--- src/rtl/jctr_sequencer_if.sv ---
// Command/status bundle between the run controller and its host.
// The master issues commands and watches status; the slave is the sequencer.
interface jctr_sequencer_if #(
    parameter int unsigned WIDTH = 4,
    parameter int unsigned CNT_W = 8
) ();
    logic             start;
    logic             mode;
    logic             dir;
    logic             cont;
    logic [CNT_W-1:0] steps;
    logic             hold;
    logic             abort;
    logic [WIDTH-1:0] out;
    logic             busy;
    logic             step;
    logic             done;

    modport master (
        output start, mode, dir, cont, steps, hold, abort,
        input  out, busy, step, done
    );

    modport slave (
        input  start, mode, dir, cont, steps, hold, abort,
        output out, busy, step, done
    );
endinterface

--- src/rtl/jctr_sequencer.sv ---
// Run controller for a ring/Johnson shift counter: latches a command, then
// performs exactly the requested number of shifts with pause and abort.
module jctr_sequencer #(
    parameter int unsigned WIDTH = 4,
    parameter int unsigned CNT_W = 8
) (
    input logic            clk,
    input logic            rstn,
    jctr_sequencer_if.slave bus
);

    typedef enum logic [1:0] {StIdle, StRun, StPause, StDone} state_e;

    state_e           state_q, state_d;
    logic [WIDTH-1:0] out_q, out_d;
    logic [CNT_W-1:0] remaining_q, remaining_d;
    logic             mode_q, mode_d;
    logic             dir_q, dir_d;
    logic             step_q, step_d;
    logic [WIDTH-1:0] shifted;

    always_comb begin
        shifted = out_q;
        unique case ({mode_q, dir_q})
            2'b00:   shifted = {out_q[WIDTH-2:0], out_q[WIDTH-1]};
            2'b01:   shifted = {out_q[0], out_q[WIDTH-1:1]};
            2'b10:   shifted = {out_q[WIDTH-2:0], ~out_q[WIDTH-1]};
            default: shifted = {~out_q[0], out_q[WIDTH-1:1]};
        endcase
    end

    always_comb begin
        state_d     = state_q;
        out_d       = out_q;
        remaining_d = remaining_q;
        mode_d      = mode_q;
        dir_d       = dir_q;
        step_d      = 1'b0;
        unique case (state_q)
            StIdle: begin
                if (bus.start) begin
                    if (bus.steps != '0) begin
                        state_d     = StRun;
                        mode_d      = bus.mode;
                        dir_d       = bus.dir;
                        remaining_d = bus.steps;
                        if (!bus.cont) begin
                            out_d = bus.mode ? '0 : {{(WIDTH-1){1'b0}}, 1'b1};
                        end
                    end else begin
                        // Zero-length run completes without touching the counter.
                        state_d = StDone;
                    end
                end
            end
            StRun: begin
                if (bus.abort) begin
                    state_d     = StIdle;
                    remaining_d = '0;
                end else if (bus.hold) begin
                    state_d = StPause;
                end else begin
                    out_d       = shifted;
                    step_d      = 1'b1;
                    remaining_d = remaining_q - 1'b1;
                    if (remaining_q == {{(CNT_W-1){1'b0}}, 1'b1}) begin
                        state_d = StDone;
                    end
                end
            end
            StPause: begin
                if (bus.abort) begin
                    state_d     = StIdle;
                    remaining_d = '0;
                end else if (!bus.hold) begin
                    state_d = StRun;
                end
            end
            StDone: begin
                state_d = StIdle;
            end
            default: begin
                state_d = StIdle;
            end
        endcase
    end

    always_ff @(posedge clk or negedge rstn) begin
        if (!rstn) begin
            state_q     <= StIdle;
            out_q       <= '0;
            remaining_q <= '0;
            mode_q      <= 1'b0;
            dir_q       <= 1'b0;
            step_q      <= 1'b0;
        end else begin
            state_q     <= state_d;
            out_q       <= out_d;
            remaining_q <= remaining_d;
            mode_q      <= mode_d;
            dir_q       <= dir_d;
            step_q      <= step_d;
        end
    end

    assign bus.out  = out_q;
    assign bus.busy = (state_q == StRun) || (state_q == StPause);
    assign bus.step = step_q;
    assign bus.done = (state_q == StDone);

endmodule

--- src/flat_wrapper.sv ---
// flat-port wrapper written by rule: the top's interface ports become plain ports
module jctr_sequencer_flat 
#(
    parameter int unsigned WIDTH = 4,
    parameter int unsigned CNT_W = 8
)
  (clk, rstn, bus_start, bus_mode, bus_dir, bus_cont, bus_steps, bus_hold, bus_abort, bus_out, bus_busy, bus_step, bus_done);
  jctr_sequencer_if #(.WIDTH(WIDTH), .CNT_W(CNT_W)) bus_i ();
  input logic clk;
  input logic rstn;
  input wire logic [$bits(bus_i.start)-1:0] bus_start;
  input wire logic [$bits(bus_i.mode)-1:0] bus_mode;
  input wire logic [$bits(bus_i.dir)-1:0] bus_dir;
  input wire logic [$bits(bus_i.cont)-1:0] bus_cont;
  input wire logic [$bits(bus_i.steps)-1:0] bus_steps;
  input wire logic [$bits(bus_i.hold)-1:0] bus_hold;
  input wire logic [$bits(bus_i.abort)-1:0] bus_abort;
  output wire logic [$bits(bus_i.out)-1:0] bus_out;
  output wire logic [$bits(bus_i.busy)-1:0] bus_busy;
  output wire logic [$bits(bus_i.step)-1:0] bus_step;
  output wire logic [$bits(bus_i.done)-1:0] bus_done;
  assign bus_i.start = bus_start;
  assign bus_i.mode = bus_mode;
  assign bus_i.dir = bus_dir;
  assign bus_i.cont = bus_cont;
  assign bus_i.steps = bus_steps;
  assign bus_i.hold = bus_hold;
  assign bus_i.abort = bus_abort;
  assign bus_out = bus_i.out;
  assign bus_busy = bus_i.busy;
  assign bus_step = bus_i.step;
  assign bus_done = bus_i.done;
  jctr_sequencer #(.WIDTH(WIDTH), .CNT_W(CNT_W)) u_core (.clk(clk), .rstn(rstn), .bus(bus_i));
endmodule
--- config.mk ---
export PLATFORM = sky130hd
export DESIGN_NAME = jctr_sequencer_flat
export DESIGN_NICKNAME = d
export VERILOG_FILES = /design/src/rtl/jctr_sequencer_if.sv /design/src/rtl/jctr_sequencer.sv /design/src/flat_wrapper.sv
export SDC_FILE = /design/constraint.sdc
export NUM_CORES = 1
export LEC_CHECK = 0
export ABC_AREA = 1
export BUFFER_PORTS_ARGS = -buffer_cell sky130_fd_sc_hd__clkbuf_2
export CAP_MARGIN = 10
export CELL_PAD_IN_SITES_DETAIL_PLACEMENT = 1
export CELL_PAD_IN_SITES_GLOBAL_PLACEMENT = 1
export CORE_MARGIN = 2
export CORE_UTILIZATION = 35
export CTS_CLUSTER_DIAMETER = 100
export CTS_CLUSTER_SIZE = 20
export DETAILED_ROUTE_END_ITERATION = 16
export PLACE_DENSITY = 0.69
export REMOVE_ABC_BUFFERS = 1
export SLEW_MARGIN = 20
export SYNTH_ARGS = -nofsm -noshare
export SYNTH_HDL_FRONTEND = slang
export SYNTH_SLANG_ARGS = --single-unit
export TNS_END_PERCENT = 10
--- constraint.sdc ---
create_clock -name clk -period 2.1 [get_ports clk]
set_input_delay 0.315 -clock clk [delete_from_list [all_inputs] [get_ports clk]]
set_output_delay 0.315 -clock clk [all_outputs]
set_load 0.03 [all_outputs]
* Word level (Yosys, flattened, before mapping) *
Index checks and enable logic that the tools add are counted.

operators by class
  reduce and logical (&&, ||, !) cells = 10
  $add $sub $neg = 1
  bitwise logic cells = 2
  equal/unequal tests = 15
  mux-type cells = 25

operator list
  cell                 number
  $mux 8               5
  $pmux 8 s3           1
  $mux 4               5
  $mux 2               7
  $pmux 4 s3           1
  $ne 2x2->1 const B   5
  $eq 8x1->1 const B   1
  $pmux 2 s4           1
  $pmux 4 s2           1
  $reduce_bool 8->1    1
  $sub 8x1->8 const B  1
  $eq 2x2->1 const B   3
  $ne 3x3->1 const B   2
  $reduce_and 3->1     2
  $reduce_and 6->1     1
  $reduce_and 5->1     1
  $eq 2x1->1 const B   2
  $logic_not 2->1      2
  $mux 1               4
  $ne 4x3->1 const B   1
  $reduce_bool 3->1    1
  $ne 2x1->1 const B   1
  $not 1->1            2
  $reduce_bool 2->1    1
  $logic_or 1x1->1     1

storage, ports and cells
  bits of input ports = 16
  output and inout port bits = 7
  register bits = 17

* Depth between registers and ports, before layout *
Gate-level depths: netlist (run 1).

  depth in word-level cells = 5
  depth in mapped cells = 11

* Least setup slack after synthesis (run 1) *
Ideal clock, no wire load.

  path kind = reg-to-reg
  start = reg u_core.state_q[0]
  end = reg u_core.remaining_q[3]
  stages on the path, launching flop included = 12
  buffers on the path = 1
  period minus slack after synthesis = 1729 ps
  library setup time = 65 ps
  arrival time = 1664 ps
  path slack = 371 ps
  path through = dfrtp_1 > inv_1 > ha_1 > inv_2 > nand2_2 > nand3_2 > nor2_4 > nand2_4 > inv_4 > buf_12 > nand2_1 > nand2_1

between the ends
  word-level cells in the longest chain between the ends = 3
  elaborated cells on any way between the ends = 10
  those cells by class = eq/ne: 6; mux: 1; reduce/logical: 3

RTL lines
  what                                                 RTL line              text
  from (decl)                                          jctr_sequencer.sv:14  state_e state_q, state_d;
  from (signal assigned)                               jctr_sequencer.sv:90  state_q <= StIdle;
  from (signal assigned)                               jctr_sequencer.sv:97  state_q <= state_d;
  $eq 2x1->1 (tied with other cells)                   jctr_sequencer.sv:39  unique case (state_q)
  $ne 3x3->1 (no source line) (tied with other cells)  --
  $reduce_and 5->1 (no source line)                    --
  to (signal assigned)                                 jctr_sequencer.sv:99  remaining_q <= remaining_d;
  to (decl)                                            jctr_sequencer.sv:16  logic [CNT_W-1:0] remaining_q, remaining_d;

Parallel ways exist; a longest one is shown, timed or not.
A chain may end at the register's enable or synchronous reset.

* Final worst setup path (run 1) *
  start = reg u_core.state_q[1]
  end = reg u_core.out_q[2] (netlist: u_core.bus.out[2])

between the ends
  word-level cells in the longest chain between the ends = 3
  elaborated cells on any way between the ends = 10
  those cells by class = eq/ne: 6; mux: 1; reduce/logical: 3

RTL lines
  what                                                 RTL line              text
  $eq 2x1->1 or $logic_not 2->1 (tied branches)        jctr_sequencer.sv:39
  $ne 2x2->1 (no source line) (tied with other cells)  --
  $reduce_and 6->1 (no source line)                    --
  to (signal assigned)                                 jctr_sequencer.sv:98  out_q <= out_d;
  to (decl)                                            jctr_sequencer.sv:15  logic [WIDTH-1:0] out_q, out_d;

Parallel ways exist; a longest one is shown, timed or not.

==> metrics.txt, run 1 <==
Warnings, synthesis=0; sequential share of power=between 20% and 30%; Final Hold Fails=0; core region area=between 0.003 and 0.004 mm^2; Area Growth Syn to Fin=15.0%; Hold Path Class=input pin to flop; CP Launch Type=flop; initial antenna violation count=0; EDFF count, synth=0; Finished Core Util=a little over two fifths; Yosys top cell area share=around a third; Slew Limit Headroom=a little under 70%; Seq/Total Area, Yosys=about a third; number of global-route vias before repair=~1300; CTS tree=built; Final min period=between 1.5 and 2 ns; global-route wire length before repair=around 5700 um; dpl hpwl=about 2700 um; post-route cell area=0.00142 mm^2; area leader, netlist=dfrtp_1; worst skew pair latency=between 0.3 and 0.4 ns; cts hold-fix bufs=1; CTS sink count=17; layout cell share with drive strength beyond 1=approximately 22%; Slew @ Worst Pin=between 0.4 and 0.5 ns; ANT nets after route=0; Clk Tree Root Cell=clkbuf_4; final net count=between 200 and 250; CTS resizes=0; via/cell ratio=approximately 5.0; worst path arrival time=around 2.0 ns; WL/cell=~14 um; Initial Util=36.6%; I/O pin count=23; Synth async-reset ratio=100%; largest net degree at the start of global routing=18; # rows=21; Psw=around 1.3 mW; Worst-path clk slew=approximately 0.11 ns; total number of vias=~1200; clock skew=~0.0054 ns; CP endpoint kind=flop; Post-Place Cell Area=around 0.0014 mm^2; final max-slew violation count=0; # setup viols final=0; H-tree depth=1; drt pass-1 iters=4; Max FO, Critical Path=6; die footprint=approximately 0.004 mm^2; Iteration-0 DRC Markers=45; die width=roughly 63 um; CTS max path bufs=2; hold slack=approximately 0.22 ns; RSZ-0062 raised after global routing=false; Total GRT Usage=between 10% and 20%; most common library cells after synthesis=nand2_1, nor2_1, inv_1; Internal=around 1.0 mW; clock share of power=slightly above 8%; maximum vdd drop=0.731 mV; CP Class=flop to flop; total gr overflow=0; setup bufs post-CTS=0; cts bufs inserted=3; Cell Area, Synth=around 0.0012 mm^2; Ant. Diodes=0; max_cap viols=0; WL final=about 3400 um; Die Ht=~63 um; switch share=about 56%; Combinational Power Share=roughly 65%; cell with the most instances after synthesis=nand2_1; ranking of synthesized cells by area=dfrtp_1, nand2_1, ha_1; RD Place Congestion=roughly 0.8; fin crit share=83.6%; IO buf count=22; Power per Cell Area=1660 mW/mm^2; run status=completed; Post-Route Setup TNS=0 ns; ys flop type=dfrtp_1; f_max=~570 MHz; Yosys cell types=23; post-synthesis cell count=~180; syn avg cell area=just over 7 um^2; Static Leak=between 0.7 and 0.8 nW; DRC=0; Worst Path Required=around 2.3 ns; Fillers=about 470; Synth Register Bits=17
worst paths after layout:
path	cells past startpoint	start	slack, ns	end
setup / recovery	9	u_core.state_q[1]	0.34	u_core.bus.out[2]
hold / removal	2	bus_hold	0.22	u_core.bus.step
setup reg to reg	9	u_core.state_q[1]	0.34	u_core.bus.out[2]
hold reg to reg	2	u_core.remaining_q[4]	0.57	u_core.remaining_q[4]
max in group asynchronous	2	rstn	1.30	u_core.remaining_q[6]
min in group asynchronous	2	rstn	0.49	u_core.remaining_q[3]
critical path: stages, from the launching register on:
cell and delay, ns:
dfrtp_1 0.43, inv_1 0.11, ha_1 0.28, nand2_2 0.11
nor2_2 0.18, a21oi_1 0.07, nor2_2 0.18, nand2_1 0.14
nand2_1 0.09, nand2_1 0.05
layer usage:
metal | share of wire [%] | global-route usage, %
met5 | 0 | 0
met4 | 1.2 | 4.89
met1 | 45 | 21.9
met2 | 51 | 33.5
met3 | 2.5 | 2.32
metrics by stage:
| stage | setup WS [ns] | std cells | total power, mW |
|---|---|---|---|
| 2_1_floorplan | 0.402 | 174 | 1.77 |
| 5_1_grt | 0.194 | 247 | 2.59 |
| 3_5_place_dp | 0.363 | 242 | 2.17 |
| 3_3_place_gp | 0.426 | 242 | 2.11 |
| 4_1_cts | 0.343 | 247 | 2.38 |
| 6_report | 0.345 | 247 | 2.35 |
placed cells by master (no fill, tap or decap):
master / instances
nand2_1: 49
clkbuf_4: 3
clkinv_2: 1
nor2_2: 2
nand3b_1: 1
dfrtp_1: 17
a21boi_0: 1
inv_2: 2
xnor2_1: 2
nand2_2: 6
nand2_4: 1
clkbuf_2: 22
nor3_1: 3
o21ai_2: 3
o31ai_1: 1
nor2_4: 2
inv_4: 1
inv_1: 19
ha_1: 7
nand3_2: 1
nor2_1: 22
dlygate4sd3_1: 1
a21oi_1: 5
nand4_1: 1
o21ai_0: 15
nand3_1: 13
state kept, by name, indices dropped and copies added (netlist names):
name / flops
u_core.bus.step: 1
u_core.mode_q: 1
u_core.bus.out: 4
u_core.remaining_q: 8
u_core.state_q: 2
u_core.dir_q: 1
power groups by stage:
stage / Sequential (mW) / Combinational [mW] / Clock, mW
2_1_floorplan: 0.663 / 1.11 / 0
5_1_grt: 0.657 / 1.72 / 0.213
4_1_cts: 0.632 / 1.55 / 0.198
6_report: 0.632 / 1.53 / 0.191
3_3_place_gp: 0.628 / 1.48 / 0
3_5_place_dp: 0.637 / 1.53 / 0
kinds of logic after synthesis:
group,count (synthesis),share of synthesized area (%)
and+or+nand+nor,101,36.9
AOI/OAI and AO/OA,25,11.5
buffers and inverters,23,8.54
DFF,17,34.6
adders and majority gates,7,7.11
xor gates and xnor gates,2,1.42
area by class of cell:
cell class	count	area [um^2]	area share, %
Clock buffer	3	22.5	1.59
Multi-Input combinational cell	135	701	49.5
Tap cell	46	57.6	4.06
Timing Repair Buffer	23	120	8.48
Clock inverter	1	5.00	0.353
Inverter	22	85.1	6.01
Sequential cell	17	425	30.0
Power figures use the tool's default switching activity.
==> run 2: changes to the inputs <==
- clock period: 2.1 -> 1.8 ns (I/O delays scaled with it)
==> run 2 against run 1 <==
Clock power is 15% higher. Core utilization is 0.22 points higher. Non-clock buffer count stayed put. Sequential power is 17% higher. Maximum frequency is 4.8% higher. Design area is 0.53% higher. Flip-flop and latch count stayed put. Total power is 17% higher. Wire length is 0.15% lower. Final cell count stayed put. Critical endpoint is now u_core.remaining_q[3].
==> metrics.txt, run 2 (synthesis gave the netlist of run 1 again) <==
H-tree depth=1 (unchanged); post-route cell area=0.00142 mm^2 (+0.53%); CTS tree=built; Non-Filler Instances=247 (unchanged); Max FO, Critical Path=11 (+5); CTS max path bufs=2 (unchanged); maximum vdd drop=0.704 mV (-3.8%); global-route wire length before repair=5710 um (unchanged); Static Leak=0.759 nW (about the same); number of global-route vias before repair=1257 (unchanged); Combinational Power Share=65.1% (about the same); largest net degree at the start of global routing=18 (unchanged); f_max=597 MHz (+4.8%); Worst Path Required=2.05 ns (-0.26 ns); worst skew pair latency=0.30 ns (about the same); RD Place Congestion=0.800 (about the same); I/O pin count=23 (unchanged); Initial Util=36.6% (unchanged); CP Launch Point=u_core.state_q[1]; Worst-path clk slew=0.11 ns (about the same); Final Hold Fails=0 (unchanged); drt pass-1 iters=4 (unchanged); setup bufs post-CTS=0 (unchanged); commonest cells after routing, fill and taps aside=nand2_1, nor2_1, clkbuf_2, inv_1, dfrtp_1; crit path cell chain=inv_1 > ha_1 > inv_2 > nand2_2 > nand3_2 > nor2_4 > nand2_4 > inv_4 > nand2_1 > nand2_1; CP max stage delay=0.41 ns (-0.02 ns); IO buf count=22 (unchanged); ANT nets after route=0 (unchanged); CP endpoint kind=flop; Slew Limit Headroom=69.3% (+0.28 points); Clk Tree Root Cell=clkbuf_4; via/cell ratio=4.91 (-0.82%); # rows=21 (unchanged); final net count=225 (unchanged); DRC=0 (unchanged); total gr overflow=0 (unchanged); Final min period=1.67 ns (-0.0805 ns); Post-Place Cell Area=0.00138 mm^2 (unchanged); CTS sink count=17 (unchanged); Inst Count DP=242 (unchanged); Top cell by count, worst path=nand2_1; clock share of power=8.0% (about the same); commonest non-fill, non-tap cell in the layout=nand2_1; area of the multi-input gates=708 um^2 (+1.1%); largest register by flop count=u_core.remaining_q; Internal=1.22 mW (+17%); cts bufs inserted=3 (unchanged); Power per Cell Area=1930 mW/mm^2 (+16%); Die Ht=63.3 um (unchanged); worst min-delay path startpoint=bus_hold; final max-slew violation count=0 (unchanged); RR Startpoint=u_core.state_q[1]; worst path arrival time=1.92 ns (-0.05 ns); layout cell share with drive strength beyond 1=22.4% (+0.50 points); fin crit share=93.0% (+9.5 points); Largest register FFs=8 (unchanged); max_cap viols=0 (unchanged); Fillers=467 (unchanged); WL final=3390 um (-0.15%); Storage cell area=425 um^2 (unchanged); Total GRT Usage=18.1% (unchanged); Psw=1.52 mW (+16%); die width=63.3 um (unchanged); CP Class=flop to flop; clock skew=0.000568 ns (-0.00481 ns); switch share=55.4% (-0.23 points); Slew @ Worst Pin=0.461 ns (-0.00413 ns); CP Launch Type=flop; # setup viols final=0 (unchanged); die footprint=0.00401 mm^2 (unchanged); WL/cell=13.7 um (-0.15%); sequential share of power=26.9% (about the same); core region area=0.00336 mm^2 (unchanged); Ant. Diodes=0 (unchanged); Hold Path Class=input pin to flop; Iteration-0 DRC Markers=41 (-8.9%); initial antenna violation count=0 (unchanged); total number of vias=1213 (-0.82%); RSZ-0062 raised after global routing=true; CP max-delay cell=dfrtp_1; Area Growth Syn to Fin=15.7%; dpl hpwl=2730 um (unchanged); run status=completed
[run 2: worst max-delay path, delay by kind of cell (launching register included)]
family / cells / cell delay (ns)
and+or+nand+nor: 6 / 0.51
DFF: 1 / 0.41
buffers and inverters: 3 / 0.35
adders and majority gates: 1 / 0.34
[run 2: per-layer routing]
layer / GRT usage (%) / vias to the layer above / share of wire, %
met2: 33.5 / 20 / 51
met4: 4.89 / 0 / 1.2
met1: 21.9 / 582 / 45
met5: 0 / - / 0
met3: 2.32 / 5 / 2.6
li1: - / 606 / -
[run 2: metrics by stage]
step / setup TNS (ns) / utilization (%) / power [mW] / setup WS (ns) / hold slack [ns]
after detailed placement: 0 / 41.0 / 2.53 / 0.0631 / 0.245
after floorplan: 0 / - / 2.06 / 0.102 / -0.0256
after global placement: 0 / 41.0 / 2.46 / 0.126 / 0.241
final: 0 / 42.3 / 2.74 / 0.125 / 0.186
after CTS: 0 / 42.1 / 2.78 / 0.0431 / 0.169
after global routing: -0.0344 / 42.3 / 3.03 / -0.0149 / 0.187
[run 2: worst paths after layout]
| kind | end | slack [ns] | cells after the start |
|---|---|---|---|
| setup / recovery | u_core.remaining_q[3] | 0.13 | 10 |
| hold / removal | u_core.bus.step | 0.19 | 2 |
| setup reg to reg | u_core.remaining_q[3] | 0.13 | 10 |
| hold reg to reg | u_core.remaining_q[4] | 0.57 | 2 |
| max in group asynchronous | u_core.remaining_q[1] | 1.04 | 2 |
| min in group asynchronous | u_core.dir_q | 0.44 | 2 |
[run 2: layout make-up]
class	count	area share, %
clock inverters	1	0.351
multi-input cells	135	49.7
repair buffers	23	8.44
well taps	46	4.04
inverters	22	5.98
flip-flops and latches	17	29.9
clock buffers	3	1.58
[run 2: power by group through the flow]
stage	Sequential (mW)	Clock [mW]	Combinational, mW
after global routing	0.767	0.249	2.02
after detailed placement	0.743	0	1.79
after global placement	0.732	0	1.73
after floorplan	0.774	0	1.29
after CTS	0.738	0.231	1.81
final	0.738	0.220	1.78
[run 2: repair_timing]
item,CTS,global route
hold endpoints to repair,17,0
gates resized for setup,0,2
hold buffers,1,0
endpoints found under the setup margin,0,7
==> run 3: changes to the inputs <==
- ABC_AREA: 1 -> default
- PLACE_DENSITY: 0.69 -> 0.65
==> run 3 against run 2 <==
Clock power hardly changed. Wire length fell by 9.4%. First-iteration DRC count shrank 2.4%. Flip-flop and latch count stayed put. Sequential share of layout area fell by 0.078 points. Maximum frequency down 3.0%. Combinational power decreased by 14%. Register-to-register slack lost 0.05 ns. Core utilization up 1.1 points. Die area decreased by 3.3%. Final cell count is 20% lower. Design area increased by 0.26%. Critical path type unchanged. Critical endpoint is now u_core.remaining_q[2]. Largest cell class unchanged. Highest routed layer unchanged.
==> metrics.txt, run 3 <==
layout cell share with drive strength beyond 1=31.6% (+9.2 points); Initial Util=36.2% (-0.45 points); Worst-path clk slew=0.12 ns (about the same); dpl hpwl=2450 um (-10%); setup bufs post-CTS=0 (unchanged); Slew Limit Headroom=70.7% (+1.5 points); largest register by flop count=u_core.remaining_q; Synth async-reset ratio=100% (unchanged); clock share of power=9.0% (+1.0 points); Cell Area, Synth=0.00119 mm^2 (-3.6%); fin crit share=95.9% (+2.8 points); ys flop type=dfrtp_1; setup ws final=0.0741 ns (-0.0512 ns); Power per Cell Area=1720 mW/mm^2 (-11%); maximum vdd drop=0.618 mV (-12%); most common library cells after synthesis=dfrtp_1, inv_1, nor2_1; global-route wire length before repair=5240 um (-8.3%); H-tree depth=1 (unchanged); Final Hold Fails=0 (unchanged); pre-CTS setup slack=0.0477 ns (-0.0154 ns); Max FO, Critical Path=5 (-6); # setup viols final=0 (unchanged); IO buf count=22 (unchanged); WL final=3070 um (-9.4%); Final min period=1.73 ns (+0.0512 ns); core region area=0.00328 mm^2 (-2.3%); largest net degree at the start of global routing=18 (unchanged); area leader, netlist=dfrtp_1; final max-slew violation count=0 (unchanged); clock skew=0.00835 ns (+0.00778 ns); Clk Tree Root Cell=clkbuf_4; CP endpoint kind=flop; CP max-delay cell=dfrtp_1; hold slack=0.180 ns (-0.00586 ns); CP max stage delay=0.40 ns (about the same); Inst Count DP=193 (-20%); cell with the most instances after synthesis=dfrtp_1; ranking of synthesized cells by area=dfrtp_1, ha_1, mux2i_1; initial antenna violation count=0 (unchanged); run status=completed; WL/cell=15.5 um (+13%); Ant. Diodes=0 (unchanged); Worst Path Required=1.98 ns (-0.07 ns); total number of vias=1086 (-10%); # rows=21 (unchanged); Slew @ Worst Pin=0.439 ns (-0.0218 ns); DRC=0 (unchanged); CTS sink count=17 (unchanged); Combinational Power Share=62.4% (-2.7 points); Synth Register Bits=17 (unchanged); CP Launch Type=flop; die footprint=0.00387 mm^2 (-3.3%); commonest cells after routing, fill and taps aside=clkbuf_2, dfrtp_1, inv_1, nor2_1; total gr overflow=0 (unchanged); syn avg cell area=9.65 um^2 (+37%); area of the multi-input gates=714 um^2 (+0.88%); post-synthesis cell count=123 (-30%); crit path cell chain=inv_1 > ha_2 > clkinv_1 > nor2_1 > o221ai_1 > o2bb2ai_1; worst path arrival time=1.90 ns (-0.02 ns); number of global-route vias before repair=1129 (-10%); Non-Filler Instances=198 (-20%); sequential share of power=28.7% (+1.8 points); Area Growth Syn to Fin=20.2%; Total GRT Usage=16.8% (-1.3 points); Static Leak=0.651 nW (-14%); Finished Core Util=43.5% (+1.1 points); final net count=176 (-22%); commonest non-fill, non-tap cell in the layout=clkbuf_2; Largest register FFs=8 (unchanged); ANT nets after route=0 (unchanged); Yosys top cell area share=35.8% (+1.3 points); Internal=1.27 mW (+3.7%); I/O pin count=23 (unchanged); Psw=1.18 mW (-22%); RSZ-0062 raised after global routing=true; CP Class=flop to flop; RD Place Congestion=0.810 (+1.2%); Hold Path Class=input pin to flop; via/cell ratio=5.48 (+12%); worst skew pair latency=0.30 ns (about the same); max_cap viols=0 (unchanged); cts bufs inserted=3 (unchanged); Yosys cell types=40 (+74%); die width=62.2 um (-1.7%); EDFF count, synth=0 (unchanged); switch share=48.2% (-7.2 points); Iteration-0 DRC Markers=40 (-2.4%); total power=2.45 mW (-11%); Fillers=394 (-16%); CTS max path bufs=2 (unchanged); Warnings, synthesis=0 (unchanged); Seq/Total Area, Yosys=35.8% (+1.3 points); Die Ht=62.2 um (-1.7%); Storage cell area=425 um^2 (unchanged); f_max=579 MHz (-3.0%); drt pass-1 iters=4 (unchanged); CTS tree=built
-- run 3: cell types whose count changed in the layout (fill, tap and decap cells not counted), sizes merged, moves of 3 or more --
cell and delta:
a32oi +3, buf +5, inv -11, mux2 +3, mux2i +7, nand2 -49, nand3 -8, nor2 -18
nor2b +4, nor4 +4, o21ai -14, o22ai +5
-- run 3: repair_timing --
action / 4_1_cts / 5_1_grt
setup endpoints to repair: 0 / 13
hold buffers: 1 / 0
resized for setup: 0 / 5
hold endpoints to repair: 17 / 0
-- run 3: final timing paths --
check | from | to | cells after the start | slack (ns)
max | u_core.state_q[1] | u_core.remaining_q[2] | 6 | 0.07
max in group asynchronous | rstn | u_core.remaining_q[0] | 2 | 1.07
min in group asynchronous | rstn | u_core.state_q[0] | 2 | 0.42
min reg2reg | u_core.remaining_q[3] | u_core.remaining_q[3] | 1 | 0.56
min | bus_dir | u_core.dir_q | 3 | 0.18
max reg2reg | u_core.state_q[1] | u_core.remaining_q[2] | 6 | 0.07
-- run 3: cell type report --
cell class	count	area share (%)
clock buffers	3	1.58
clock inverters	1	0.351
inverters	12	3.16
multi-input cells	91	50.0
flip-flops and latches	17	29.8
well taps	46	4.03
repair buffers	28	11.0
-- run 3: metrics by stage --
stage | setup TNS (ns) | cell area (um^2)
after floorplan | -0.218 | 1170
after global placement | 0 | 1380
after detailed placement | 0 | 1380
after CTS | 0 | 1410
after global routing | -0.140 | 1430
final | 0 | 1430
-- run 3: cell families (layout without fill, tap and decap cells) --
logic type                 after synthesis  after routing  share of synthesized area [%]
adders and majority gates                7              7                           7.38
buffers and inverters                   15             44                           5.16
DFF                                     17             17                           35.8
muxes                                   10             10                           8.75
xor gates and xnor gates                 2              2                           1.48
and+or+nand+nor                         37             37                           19.3
AOI/OAI and AO/OA                       35             35                           22.1
-- run 3: routing by layer --
layer	track usage [%]	vias up	routed length (um)
met1	21.7	538	1410
met5	0	-	0
met3	4.53	4	176
met4	4.44	0	24
met2	27.9	30	1460
li1	-	514	-
-- run 3: worst max-delay path, delay by kind of cell (launching register included) --
| family | cells | cell delay (ns) |
|---|---|---|
| flops | 1 | 0.40 |
| fa+ha+maj | 1 | 0.38 |
| compound gates | 2 | 0.33 |
| simple gates | 1 | 0.30 |
| buf+inv | 2 | 0.18 |
-- run 3: power groups by stage --
stage                     registers (mW)  clock network (mW)  logic, mW
final                              0.702               0.220       1.53
after global routing               0.727               0.247       1.69
after CTS                          0.702               0.227       1.52
after detailed placement           0.708                   0       1.51
after global placement             0.700                   0       1.48
after floorplan                    0.724                   0       1.02
